<file path="config.mk">
export PLATFORM = sky130hd
export DESIGN_NAME = seq_pattern_tx
export DESIGN_NICKNAME = d
export VERILOG_FILES = /design/src/rtl/drum_pkg.sv /design/src/rtl/pattern_fmt.sv /design/src/rtl/seq_pattern_tx.sv
export SDC_FILE = /design/constraint.sdc
export NUM_CORES = 1
export LEC_CHECK = 0
export CAP_MARGIN = 20
export CORE_MARGIN = 10
export CORE_UTILIZATION = 30
export CTS_CLUSTER_DIAMETER = 50
export DETAILED_ROUTE_END_ITERATION = 6
export GPL_ROUTABILITY_DRIVEN = 0
export GPL_TIMING_DRIVEN = 1
export SYNTH_ARGS = -nofsm -noshare
export SYNTH_HDL_FRONTEND = slang
export SYNTH_HIERARCHICAL = 1
export SYNTH_SLANG_ARGS = --single-unit
export TNS_END_PERCENT = 50
</file>
<file path="constraint.sdc">
create_clock -name clk -period 8.6 [get_ports clk]
set_input_delay 1.72 -clock clk [delete_from_list [all_inputs] [get_ports clk]]
set_output_delay 1.72 -clock clk [all_outputs]
set_load 0.005 [all_outputs]
</file>
<file path="src/rtl/drum_pkg.sv">
// Shared definitions for the drum pattern dump: FSM state encoding, ASCII glyphs, frame length.
package drum_pkg;

    typedef logic [2:0] state_t;

    localparam state_t ST_IDLE       = 3'd0;
    localparam state_t ST_LOAD       = 3'd1;
    localparam state_t ST_STROBE     = 3'd2;
    localparam state_t ST_WAIT_BUSY  = 3'd3;
    localparam state_t ST_WAIT_READY = 3'd4;
    localparam state_t ST_DONE       = 3'd5;

    localparam logic [7:0] ASCII_K     = 8'h4B;
    localparam logic [7:0] ASCII_C     = 8'h43;
    localparam logic [7:0] ASCII_H     = 8'h48;
    localparam logic [7:0] ASCII_S     = 8'h53;
    localparam logic [7:0] ASCII_DOT   = 8'h2E;
    localparam logic [7:0] ASCII_SPACE = 8'h20;
    localparam logic [7:0] ASCII_CR    = 8'h0D;
    localparam logic [7:0] ASCII_LF    = 8'h0A;

    localparam int unsigned FRAME_LEN = 41;

    function automatic logic [7:0] sample_char(input logic hit, input logic [7:0] ch);
        return hit ? ch : ASCII_DOT;
    endfunction

endpackage

</file>
<file path="src/rtl/pattern_fmt.sv">
// Maps a frame byte index onto its ASCII character for the captured pattern.
module pattern_fmt
    import drum_pkg::*;
(
    input  logic [31:0] snapshot,
    input  logic [5:0]  index,
    output logic [7:0]  tx_byte
);

    logic [2:0] step;
    logic [5:0] step_base;
    logic [2:0] pos;
    logic [3:0] mask;

    always_comb begin
        // Steps 0..6 are five bytes wide; step 7 carries CR LF and is six.
        if (index >= 6'd35) begin
            step = 3'd7;
        end else begin
            step = 3'(index / 6'd5);
        end
        step_base = 6'(step) * 6'd5;
        pos       = 3'(index - step_base);
        mask      = snapshot[{step, 2'b00} +: 4];
        case (pos)
            3'd0:    tx_byte = sample_char(mask[3], ASCII_K);
            3'd1:    tx_byte = sample_char(mask[2], ASCII_C);
            3'd2:    tx_byte = sample_char(mask[1], ASCII_H);
            3'd3:    tx_byte = sample_char(mask[0], ASCII_S);
            3'd4:    tx_byte = (step == 3'd7) ? ASCII_CR : ASCII_SPACE;
            default: tx_byte = ASCII_LF;
        endcase
    end

endmodule

</file>
<file path="src/rtl/seq_pattern_tx.sv">
// Dumps a 32-bit, 8-step drum pattern as a 41-byte ASCII frame through a strobe/ready UART port.
module seq_pattern_tx
    import drum_pkg::*;
#(
    parameter int unsigned ACK_TIMEOUT = 4
) (
    input  logic        clk,
    input  logic        reset,
    input  logic        start,
    input  logic [31:0] pattern,
    input  logic        txready,
    output logic [7:0]  txdata,
    output logic        txclk,
    output logic        busy,
    output logic        done
);

    localparam int unsigned CntW = (ACK_TIMEOUT > 1) ? $clog2(ACK_TIMEOUT) : 1;

    state_t            state_q, state_d;
    logic [5:0]        index_q, index_d;
    logic [31:0]       snap_q, snap_d;
    logic [CntW-1:0]   cnt_q, cnt_d;
    logic [7:0]        fmt_byte;

    pattern_fmt u_fmt (
        .snapshot (snap_q),
        .index    (index_q),
        .tx_byte  (fmt_byte)
    );

    always_comb begin
        state_d = state_q;
        index_d = index_q;
        snap_d  = snap_q;
        cnt_d   = cnt_q;
        case (state_q)
            ST_IDLE: begin
                if (start) begin
                    state_d = ST_LOAD;
                    index_d = 6'd0;
                    snap_d  = pattern;
                end
            end
            ST_LOAD: begin
                if (txready) begin
                    state_d = ST_STROBE;
                end
            end
            ST_STROBE: begin
                state_d = ST_WAIT_BUSY;
                cnt_d   = '0;
            end
            ST_WAIT_BUSY: begin
                // A UART that never drops ready is assumed to have taken the byte.
                if (!txready || cnt_q == CntW'(ACK_TIMEOUT - 1)) begin
                    state_d = ST_WAIT_READY;
                end else begin
                    cnt_d = cnt_q + 1'b1;
                end
            end
            ST_WAIT_READY: begin
                if (txready) begin
                    if (index_q == 6'(FRAME_LEN - 1)) begin
                        state_d = ST_DONE;
                    end else begin
                        index_d = index_q + 6'd1;
                        state_d = ST_LOAD;
                    end
                end
            end
            ST_DONE: state_d = ST_IDLE;
            default: state_d = ST_IDLE;
        endcase
    end

    always_ff @(posedge clk or posedge reset) begin
        if (reset) begin
            state_q <= ST_IDLE;
            index_q <= 6'd0;
            snap_q  <= 32'd0;
            cnt_q   <= '0;
        end else begin
            state_q <= state_d;
            index_q <= index_d;
            snap_q  <= snap_d;
            cnt_q   <= cnt_d;
        end
    end

    // Outputs decode straight from state so an asynchronous reset silences them at once.
    always_comb begin
        busy   = (state_q == ST_LOAD) || (state_q == ST_STROBE) ||
                 (state_q == ST_WAIT_BUSY) || (state_q == ST_WAIT_READY);
        txclk  = (state_q == ST_STROBE);
        done   = (state_q == ST_DONE);
        txdata = busy ? fmt_byte : 8'h00;
    end

endmodule

</file>
Word level (Yosys, flattened, before mapping):

Index checks and enable logic that the tools add are counted.

* latch bits: 0
* logic and storage cells: 62
* RAM bits: 0
* bits in read-only memories: 0
* input bits: 36
* memories kept: 0
* flip-flop bits (word level): 43
* output and inout bits: 11

* $mul: 1
* bitwise logic cells: 0
* mux-type cells: 20
* order comparisons: 1
* reduce and logical (&&, ||, !) cells: 13
* equal/unequal tests: 18
* add/subtract/negate cells: 3
* divide/modulo/power cells: 1
* shifts and indexed selects: 1

Operator list (number)
* one-hot mux 8 bit (5 select lines): 1
* variable part select 32 x 6 -> 4 bit: 1
* 2-to-1 mux 7 bit: 4
* 2-to-1 mux 6 bit: 4
* 2-to-1 mux 3 bit: 6
* one-hot mux 3 bit (5 select lines): 1
* == test 3 x 2 -> 1 bit (second input constant): 4
* == test 3 bit (second input constant): 4
* inequality test 2 bit (second input constant): 6
* one-hot mux 6 bit (2 select lines): 1
* 2-to-1 mux 8 bit: 1
* AND reduction 4 bit: 2
* adder 6 x 1 -> 6 bit (second input constant): 1
* divider 6 x 3 -> 6 bit (second input constant): 1
* == test 3 x 1 -> 1 bit (second input constant): 2
* == test 6 bit (second input constant): 1
* >= comparator 6 bit (second input constant): 1
* zero test 3 bit: 2
* logical OR 1 bit: 4
* one-hot mux 2 bit (2 select lines): 1
* AND reduction 2 bit: 2
* nonzero test 2 bit: 2
* multiplier 3 x 3 -> 3 bit (second input constant): 1
* subtractor 3 bit: 1
* other kinds (4): 4

Logic depth before layout (Yosys ltp):

Gate-level depths: netlist (run 1).

* word-level depth: 7
* depth in mapped cells: 14
* depth with buffers taken out: 13

By module:

Netlist (run 1), hierarchy kept.

Modules (own cells, without submodules)
* seq_pattern_tx: times used 1, seq. area each 1076.0 µm², cells an instance 152, area an instance 1953.1 µm²
* pattern_fmt: times used 1, seq. area each 0.0 µm², cells an instance 111, area an instance 842.1 µm²

Least setup slack after synthesis (run 1):

Ideal clock, no wire load.

* path kind: reg2out
* from: register index_q[1]
* to: output port txdata[5]
* stages on the path, launching flop included: 13
* data required time: 6.880 ns
* buffers on the path: 1
* data arrival time: 3.155 ns
* setup slack: 3.725 ns
* cells stage by stage: dfrtp_1 -> buf_6 -> o311a_4 -> a211oi_4 -> nor2_4 -> ha_1 -> fa_1 -> nand2_1 -> a2111o_1 -> o32ai_2 -> a21oi_1 -> o211ai_1 -> and2_1

* cells in the longest elaborated chain, start to end: 7
* elaborated cells between the ends (all ways): 19
* those cells by class: 1 x add/sub; 1 x mul; 1 x div; 1 x order compare; 5 x eq/ne; 1 x shift; 8 x mux; 1 x reduce/logical

Ends and longest elaborated chain
* start, declared: line seq_pattern_tx.sv:21 `logic [5:0] index_q, index_d;`
* start signal, assigned: line seq_pattern_tx.sv:85 `index_q <= index_d;`
* divider 6 x 3 -> 6 bit / >= comparator 6 bit (equally long branches): line pattern_fmt.sv:20, pattern_fmt.sv:17
* 2-to-1 mux 3 bit: line pattern_fmt.sv:17 `if (index >= 6'd35) begin`
* multiplier 3 x 3 -> 3 bit: line pattern_fmt.sv:22 `step_base = 6'(step) * 6'd5;`
* subtractor 3 bit: line pattern_fmt.sv:23 `pos = 3'(index - step_base);`
* == test 3 bit, or another cell as far along: line pattern_fmt.sv:25 `case (pos)`
* one-hot mux 8 bit (5 select lines) (*): line pattern_fmt.sv:25
* named net fmt_byte[5]: line seq_pattern_tx.sv:24 `logic [7:0] fmt_byte;`
* 2-to-1 mux 8 bit (*): line seq_pattern_tx.sv:97 `txdata = busy ? fmt_byte : 8'h00;`
* end, declared: line seq_pattern_tx.sv:12 `output logic [7:0] txdata,`

The timed path passes the listed nets; every way through them passes the cells marked *.

Worst setup path after layout (run 1):

* from: register index_q[3]
* to: output port txdata[5]

* cells in the longest elaborated chain, start to end: 7
* elaborated cells between the ends (all ways): 19
* those cells by class: 1 x add/sub; 1 x mul; 1 x div; 1 x order compare; 5 x eq/ne; 1 x shift; 8 x mux; 1 x reduce/logical

Ends and longest elaborated chain (line)
* divider 6 x 3 -> 6 bit / >= comparator 6 bit (equally long branches): pattern_fmt.sv:20, pattern_fmt.sv:17
* 2-to-1 mux 3 bit (*): pattern_fmt.sv:17
* multiplier 3 x 3 -> 3 bit: pattern_fmt.sv:22
* subtractor 3 bit: pattern_fmt.sv:23
* == test 3 bit, or another cell as far along: pattern_fmt.sv:25
* one-hot mux 8 bit (5 select lines) (*): pattern_fmt.sv:25
* named net fmt_byte[5]: seq_pattern_tx.sv:24
* 2-to-1 mux 8 bit (*): seq_pattern_tx.sv:97

Marked as above.

==> results of run 1 <==
-- state kept, by name, summed over array words and instances (netlist names) --
register and flops:
cnt_q 2, snap_q 32, index_q 6, state_q 3
-- through the flow --
step                hold slack [ns]  instance area (sq um)  setup WS, ns  util, %
detailed placement            0.481                   3300          2.88     36.0
floorplan                     0.459                   2800          3.72        -
global route                  0.512                   3410          2.33     37.3
CTS                           0.501                   3410          2.54     37.3
finish                        0.496                   3410          2.58     37.3
global placement              0.470                   3300          3.01     36.0
-- cell usage in the layout, fill, tap and decap left out, types with 2 or more instances in the layout --
| master | synthesis | layout |
|---|---|---|
| inv_1 | 11 | 11 |
| a211o_1 | 2 | 2 |
| nand2_1 | 17 | 17 |
| o22ai_1 | 5 | 5 |
| and2_1 | 11 | 11 |
| a222oi_1 | 3 | 3 |
| nor2_1 | 11 | 11 |
| buf_4 | 6 | 2 |
| o211ai_1 | 2 | 2 |
| nor3b_1 | 3 | 3 |
| a22oi_2 | 2 | 2 |
| xnor2_2 | 2 | 2 |
| o21ai_0 | 13 | 13 |
| o31ai_2 | 3 | 3 |
| xnor2_1 | 4 | 4 |
| nor2b_1 | 6 | 6 |
| a211oi_1 | 2 | 2 |
| clkbuf_8 | 0 | 5 |
| nor4b_4 | 2 | 2 |
| a21o_1 | 2 | 2 |
| a221o_1 | 3 | 3 |
| mux2_2 | 31 | 31 |
| nor3_1 | 7 | 7 |
| dfrtp_1 | 43 | 43 |
| a22o_1 | 5 | 5 |
| mux2_1 | 2 | 2 |
| and3_1 | 3 | 3 |
| nand3b_1 | 2 | 2 |
| o21ai_1 | 2 | 2 |
| a21oi_1 | 5 | 5 |
| nand2b_1 | 4 | 4 |
| nand3_1 | 7 | 7 |
| mux2i_1 | 2 | 2 |
| clkdlybuf4s50_1 | 0 | 45 |
| ha_1 | 4 | 4 |
-- worst max-delay path, cell delays in order (launching register included) --
cell and delay (ns):
dfrtp_1 0.69, nor2b_1 0.12, o311a_4 0.34, a211oi_4 0.31, nor2_4 0.10, ha_1 0.21
fa_1 0.44, xnor2_2 0.36, nor3_1 0.14, nor4b_4 0.36, a21oi_1 0.17, o211ai_1 0.12
and2_1 0.14, clkdlybuf4s50_1 0.50
-- cell type report --
type | count | area [sq um]
inverters | 11 | 41.3
well taps | 111 | 139
clock buffers | 5 | 68.8
flip-flops and latches | 43 | 1080
clock inverters | 3 | 43.8
repair buffers | 47 | 465
multi-input cells | 194 | 1580
fillers | 928 | 5740
-- how the worst max path moves through the flow --
stage | startpoint | to | cells past startpoint
global route | index_q[3]$_DFFE_PP0P_ | txdata[5] | 13
CTS | index_q[3]$_DFFE_PP0P_ | txdata[5] | 13
floorplan | index_q[1]$_DFFE_PP0P_ | txdata[5] | 12
finish | index_q[3]$_DFFE_PP0P_ | txdata[5] | 13
global placement | index_q[3]$_DFFE_PP0P_ | txdata[5] | 13
detailed placement | index_q[3]$_DFFE_PP0P_ | txdata[5] | 13
-- per-layer routing --
layer	up-vias	global-route usage (%)	wire, microns
li1	1043	-	-
met1	1002	12.1	3020
met2	37	15.3	2890
met3	6	2.47	328
met4	0	2.50	57
met5	-	0	0
-- report_power, final --
group	internal [mW]	switching, mW
logic	0.234	0.158
registers	0.291	0.0666
clock network	0.0865	0.0700
-- logic make-up after synthesis --
family                     after synthesis  synth area share (%)
other                                    1                 0.134
and+or+nand+nor                         81                  17.2
DFF                                     43                  38.5
buffers and inverters                   26                  5.28
AOI/OAI and AO/OA                       65                  19.4
xor gates and xnor gates                 6                  2.42
adders and majority gates                5                  2.51
muxes                                   36                  14.5
==> run_results.csv, run 1 <==
group,metric,value,unit
final_layout,n_antenna_cell,0,
synthesis,synth_edf_count,0,
floorplan,fp.dieArea,0.0136,sq mm
synthesis,synthCells,263,
floorplan,initial_utilization,30.5,%
synthesis,synth_area_per_cell,10.6,sq um
worst_hold_path,min_from,"snap_q[6]$_DFFE_PP0P_",
pwr,p_leak,1.37,nW
routing,drtIter0Drc,72,
worst_setup_path,cp.required,6.88,ns
grt,grt_max_degree,44,
final_layout,synthToLayoutAreaGrowth,22.1,%
sta,tns,0,ns
grt,overflow,0,
worst_hold_path,min_to,"snap_q[6]$_DFFE_PP0P_",
synthesis,synth.top_cell.area_share,38.5,%
final_layout,layout.nets,343,
worst_setup_path,rr_startpoint,"index_q[1]$_DFFE_PP0P_",
cts,ctsResizeCount,0,
routing,ant_nets,0,
worst_setup_path,crit_path_end_kind,"output pin",
cts,cts_htree_levels,2,
synthesis,ys_ff_latch,43,
worst_setup_path,cp-start-kind,"register",
worst_setup_path,path_class,"reg -> out",
grt,grt_pass1_wl,10500,microns
sta,rsz0062_at_grt,"false",
floorplan,num_rows,35,
pwr,total_power,907,uW
cts,cts-root-buf,"clkbuf_8",
routing,via_per_inst,5.04,
sta,setup_violations,0,
synthesis,yosysSeqAreaShare,38.5,%
synthesis,async_flop_share,100,%
grt,antenna_found_initial,0,
sta,finalHoldViolations,0,
routing,finalWirelength,6300,microns
routing,wire_per_inst,15.2,microns
final_layout,layout.cells.non_filler,414,
cts,clock_latency,0.29,ns
worst_hold_path,hp-class,"reg -> reg",
status,outcome,"finished clean",
sta,tightest_slew,0.990,ns
synthesis,synth.distinct_cells,63,
routing,via_count,2088,
worst_setup_path,arrival,4.30,ns
synthesis,syn_area,0.00280,sq mm
synthesis,synth.largest_area_cell,"dfrtp_1",
sta,layout_worst_path_cycle_share,70.0,%
sta,fin_skew,0.00595,ns
pwr,p_per_area,266,mW/mm^2
grt,grt_usage,9.45,%
worst_setup_path,reg2reg_slack,6.68,ns
worst_setup_path,r2r_end,"index_q[4]$_DFFE_PP0P_",
worst_setup_path,reg2reg_depth,6,
sta,relSlewSlack,33.0,%
synthesis,syn-num-nets,304,
synthesis,ys.flop_type,"dfrtp_1",
synthesis,synthTopCellsByCount,"dfrtp_1 (43), mux2_2 (31), nand2_1 (17), o21ai_0 (13)",
floorplan,die_y,117,microns
sta,timing.final.max_slew_violations,0,
grt,first_global_vias,2192,
place,dp_cells,406,
cts,postCtsSetupBuffers,0,
place,port_buffers,45,
place,dp_hpwl,4830,microns
routing,drc,0,
pwr,peakVddDrop,0.105,mV
sta,fin_crit,6.02,ns
synthesis,yosysWarnings,6,
run,cap_violations,0,
routing,dr.pass1.iters,4,
cts,tritoncts,"built",
floorplan,coreArea,0.00915,sq mm
floorplan,die_x,117,microns
sta,max_freq,0.166,GHz
cts,clk_pin_slew,0.08,ns
cts,cts_hold_buf,0,
synthesis,synth_area_leaders,"dfrtp_1 (38%), mux2_2 (12%), and2_1 (2.5%)",
final_layout,drive_above_1_share,20.5,%
synthesis,synth.most_common_cell,"dfrtp_1",
worst_setup_path,cp_max_fo,18,
cts,cts_sinks,43,
floorplan,io_pins,47,
worst_hold_path,hold_depth,1,
cts,numCtsBuffers,5,
cts,clockBufferDepth,2,
(Power assumes the default switching activity.)
==> run 2: changes to the inputs <==
- clock period: 8.6 -> 5.1 ns (I/O delays scaled with it)
==> run_results.csv, run 2 (synthesized netlist as in run 1, its figures left out) <==
group,metric,value,unit
pwr,power.share.clock,13.9,%
final_layout,largest-register,"snap_q",
cts,cts_hold_buf,0,
worst_setup_path,reg2reg_slack,3.27,ns
final_layout,layout_commonest_cell,"clkdlybuf4s50_1",
floorplan,die_x,117,microns
sta,rsz0062_at_grt,"false",
final_layout,largestRegisters,"snap_q: 32 flops, index_q: 6 flops, state_q: 3 flops",
final_layout,layout.cells.non_filler,425,
pwr,seq_power_share,40.6,%
sta,timing.final.max_slew_violations,0,
worst_setup_path,arrival,3.85,ns
routing,drc,0,
grt,grt_max_degree,44,
final_layout,synthToLayoutAreaGrowth,25.0,%
final_layout,n_antenna_cell,0,
sta,layout_worst_path_cycle_share,95.6,%
cts,clockBufferDepth,2,
place,dp_hpwl,4800,microns
floorplan,io_pins,47,
cts,cts_htree_levels,2,
pwr,p_leak,1.43,nW
grt,first_global_vias,2128,
floorplan,fp.dieArea,0.0136,sq mm
final_layout,mostFrequentLayoutCells,"clkdlybuf4s50_1 (45), dfrtp_1 (39), mux2_2 (31)",
grt,antenna_found_initial,0,
final_layout,layout.nets,354,
worst_setup_path,cp.required,4.08,ns
pwr,p_per_area,423,mW/mm^2
cts,clock_latency,0.29,ns
sta,setup_violations,0,
floorplan,coreArea,0.00915,sq mm
sta,tns,0,ns
floorplan,die_y,117,microns
run,cap_violations,0,
cts,tritoncts,"built",
cts,clk_pin_slew,0.08,ns
sta,fin_skew,0.00626,ns
final_layout,n_fill_cell,898,
final_layout,largest_reg_flops,32,
cts,cts-root-buf,"clkbuf_8",
cts,numCtsBuffers,5,
routing,via_count,2153,
pwr,intPower,988,uW
sta,relSlewSlack,54.2,%
routing,drtIter0Drc,110,
place,port_buffers,45,
worst_setup_path,crit_path_end_kind,"output pin",
routing,ant_nets,0,
sta,fin_crit,4.87,ns
final_layout,drive_above_1_share,24.8,%
grt,overflow,0,
place,dp_cells,412,
sta,tightest_slew,0.682,ns
worst_hold_path,hp-class,"reg -> reg",
pwr,peakVddDrop,0.211,mV
grt,grt_pass1_wl,10500,microns
status,outcome,"finished clean",
routing,via_per_inst,5.07,
floorplan,num_rows,35,
worst_setup_path,path_class,"reg -> out",
sta,finalHoldViolations,0,
worst_setup_path,cp_max_fo,8,
cts,cts_sinks,43,
floorplan,initial_utilization,30.5,%
grt,grt_usage,9.45,%
pwr,power_frac_comb,45.5,%
sta,max_freq,0.205,GHz
routing,dr.pass1.iters,4,
pwr,switchingPower,491,uW
pwr,switching_share,33.2,%
worst_setup_path,cp-start-kind,"register",
routing,finalWirelength,6410,microns
routing,wire_per_inst,15.1,microns
-- run 2: path summary, 6_finish.rpt --
path / start / end / cells past startpoint
min reg2reg: snap_q[6]$_DFFE_PP0P_ / snap_q[6]$_DFFE_PP0P_ / 1
min in group asynchronous: reset / snap_q[25]$_DFFE_PP0P_ / 3
max: index_q[1]$_DFFE_PP0P_ / txdata[5] / 12
max in group asynchronous: reset / index_q[2]$_DFFE_PP0P_ / 3
max reg2reg: index_q[1]$_DFFE_PP0P_ / index_q[4]$_DFFE_PP0P_ / 7
min: snap_q[6]$_DFFE_PP0P_ / snap_q[6]$_DFFE_PP0P_ / 1
-- run 2: final cells by class --
cell class	count	area [sq um]	area share (%)
Multi-Input combinational cell	194	1600	45.8
Sequential cell	43	1080	30.9
Timing Repair Buffer	58	548	15.7
Tap cell	111	139	3.97
Clock buffer	6	72.6	2.08
Inverter	11	41.3	1.18
Clock inverter	2	12.5	0.358
-- run 2: what timing repair did --
action | 4_1_cts | 5_1_grt
endpoints found under the hold margin | 0 | 0
endpoints found under the setup margin | 2 | 7
pin swaps | 0 | 1
gates resized for setup | 3 | 5
buffers inserted | 0 | 5
-- run 2: worst max-delay path, cell delays in order (launching register included) --
cell and delay (ns):
dfrtp_2 0.47, o311a_4 0.41, a211oi_4 0.31, nor2_4 0.10, ha_1 0.22, fa_2 0.56, nand2_1 0.08, a2111o_1 0.41
o32ai_2 0.14, a21oi_1 0.11, o211ai_1 0.11, and2_1 0.14, clkdlybuf4s50_1 0.50
-- run 2: power by group through the flow --
stage | Sequential, mW | Clock (mW) | Combinational [mW]
finish | 0.601 | 0.205 | 0.673
global route | 0.623 | 0.230 | 0.748
CTS | 0.607 | 0.217 | 0.670
detailed placement | 0.613 | 0 | 0.667
global placement | 0.605 | 0 | 0.659
floorplan | 0.554 | 0 | 0.492
-- run 2: metal layers --
metal | routed length, microns | track usage, %
met5 | 0 | 0
met4 | 59 | 2.34
met3 | 325 | 2.88
met2 | 2920 | 14.4
met1 | 3100 | 12.7
-- run 2: metrics by stage --
step                      power (mW)  utilization [%]  hold WS, ns  area (sq um)  setup WS, ns
after detailed placement        1.28             36.5        0.480          3340         0.273
after CTS                       1.49             37.6        0.502          3440        0.0264
after global routing            1.60             38.2        0.524          3490        0.0348
final                           1.48             38.2        0.494          3490         0.227
after floorplan                 1.05                -        0.459          2800         0.925
after global placement          1.26             36.5        0.473          3340         0.347
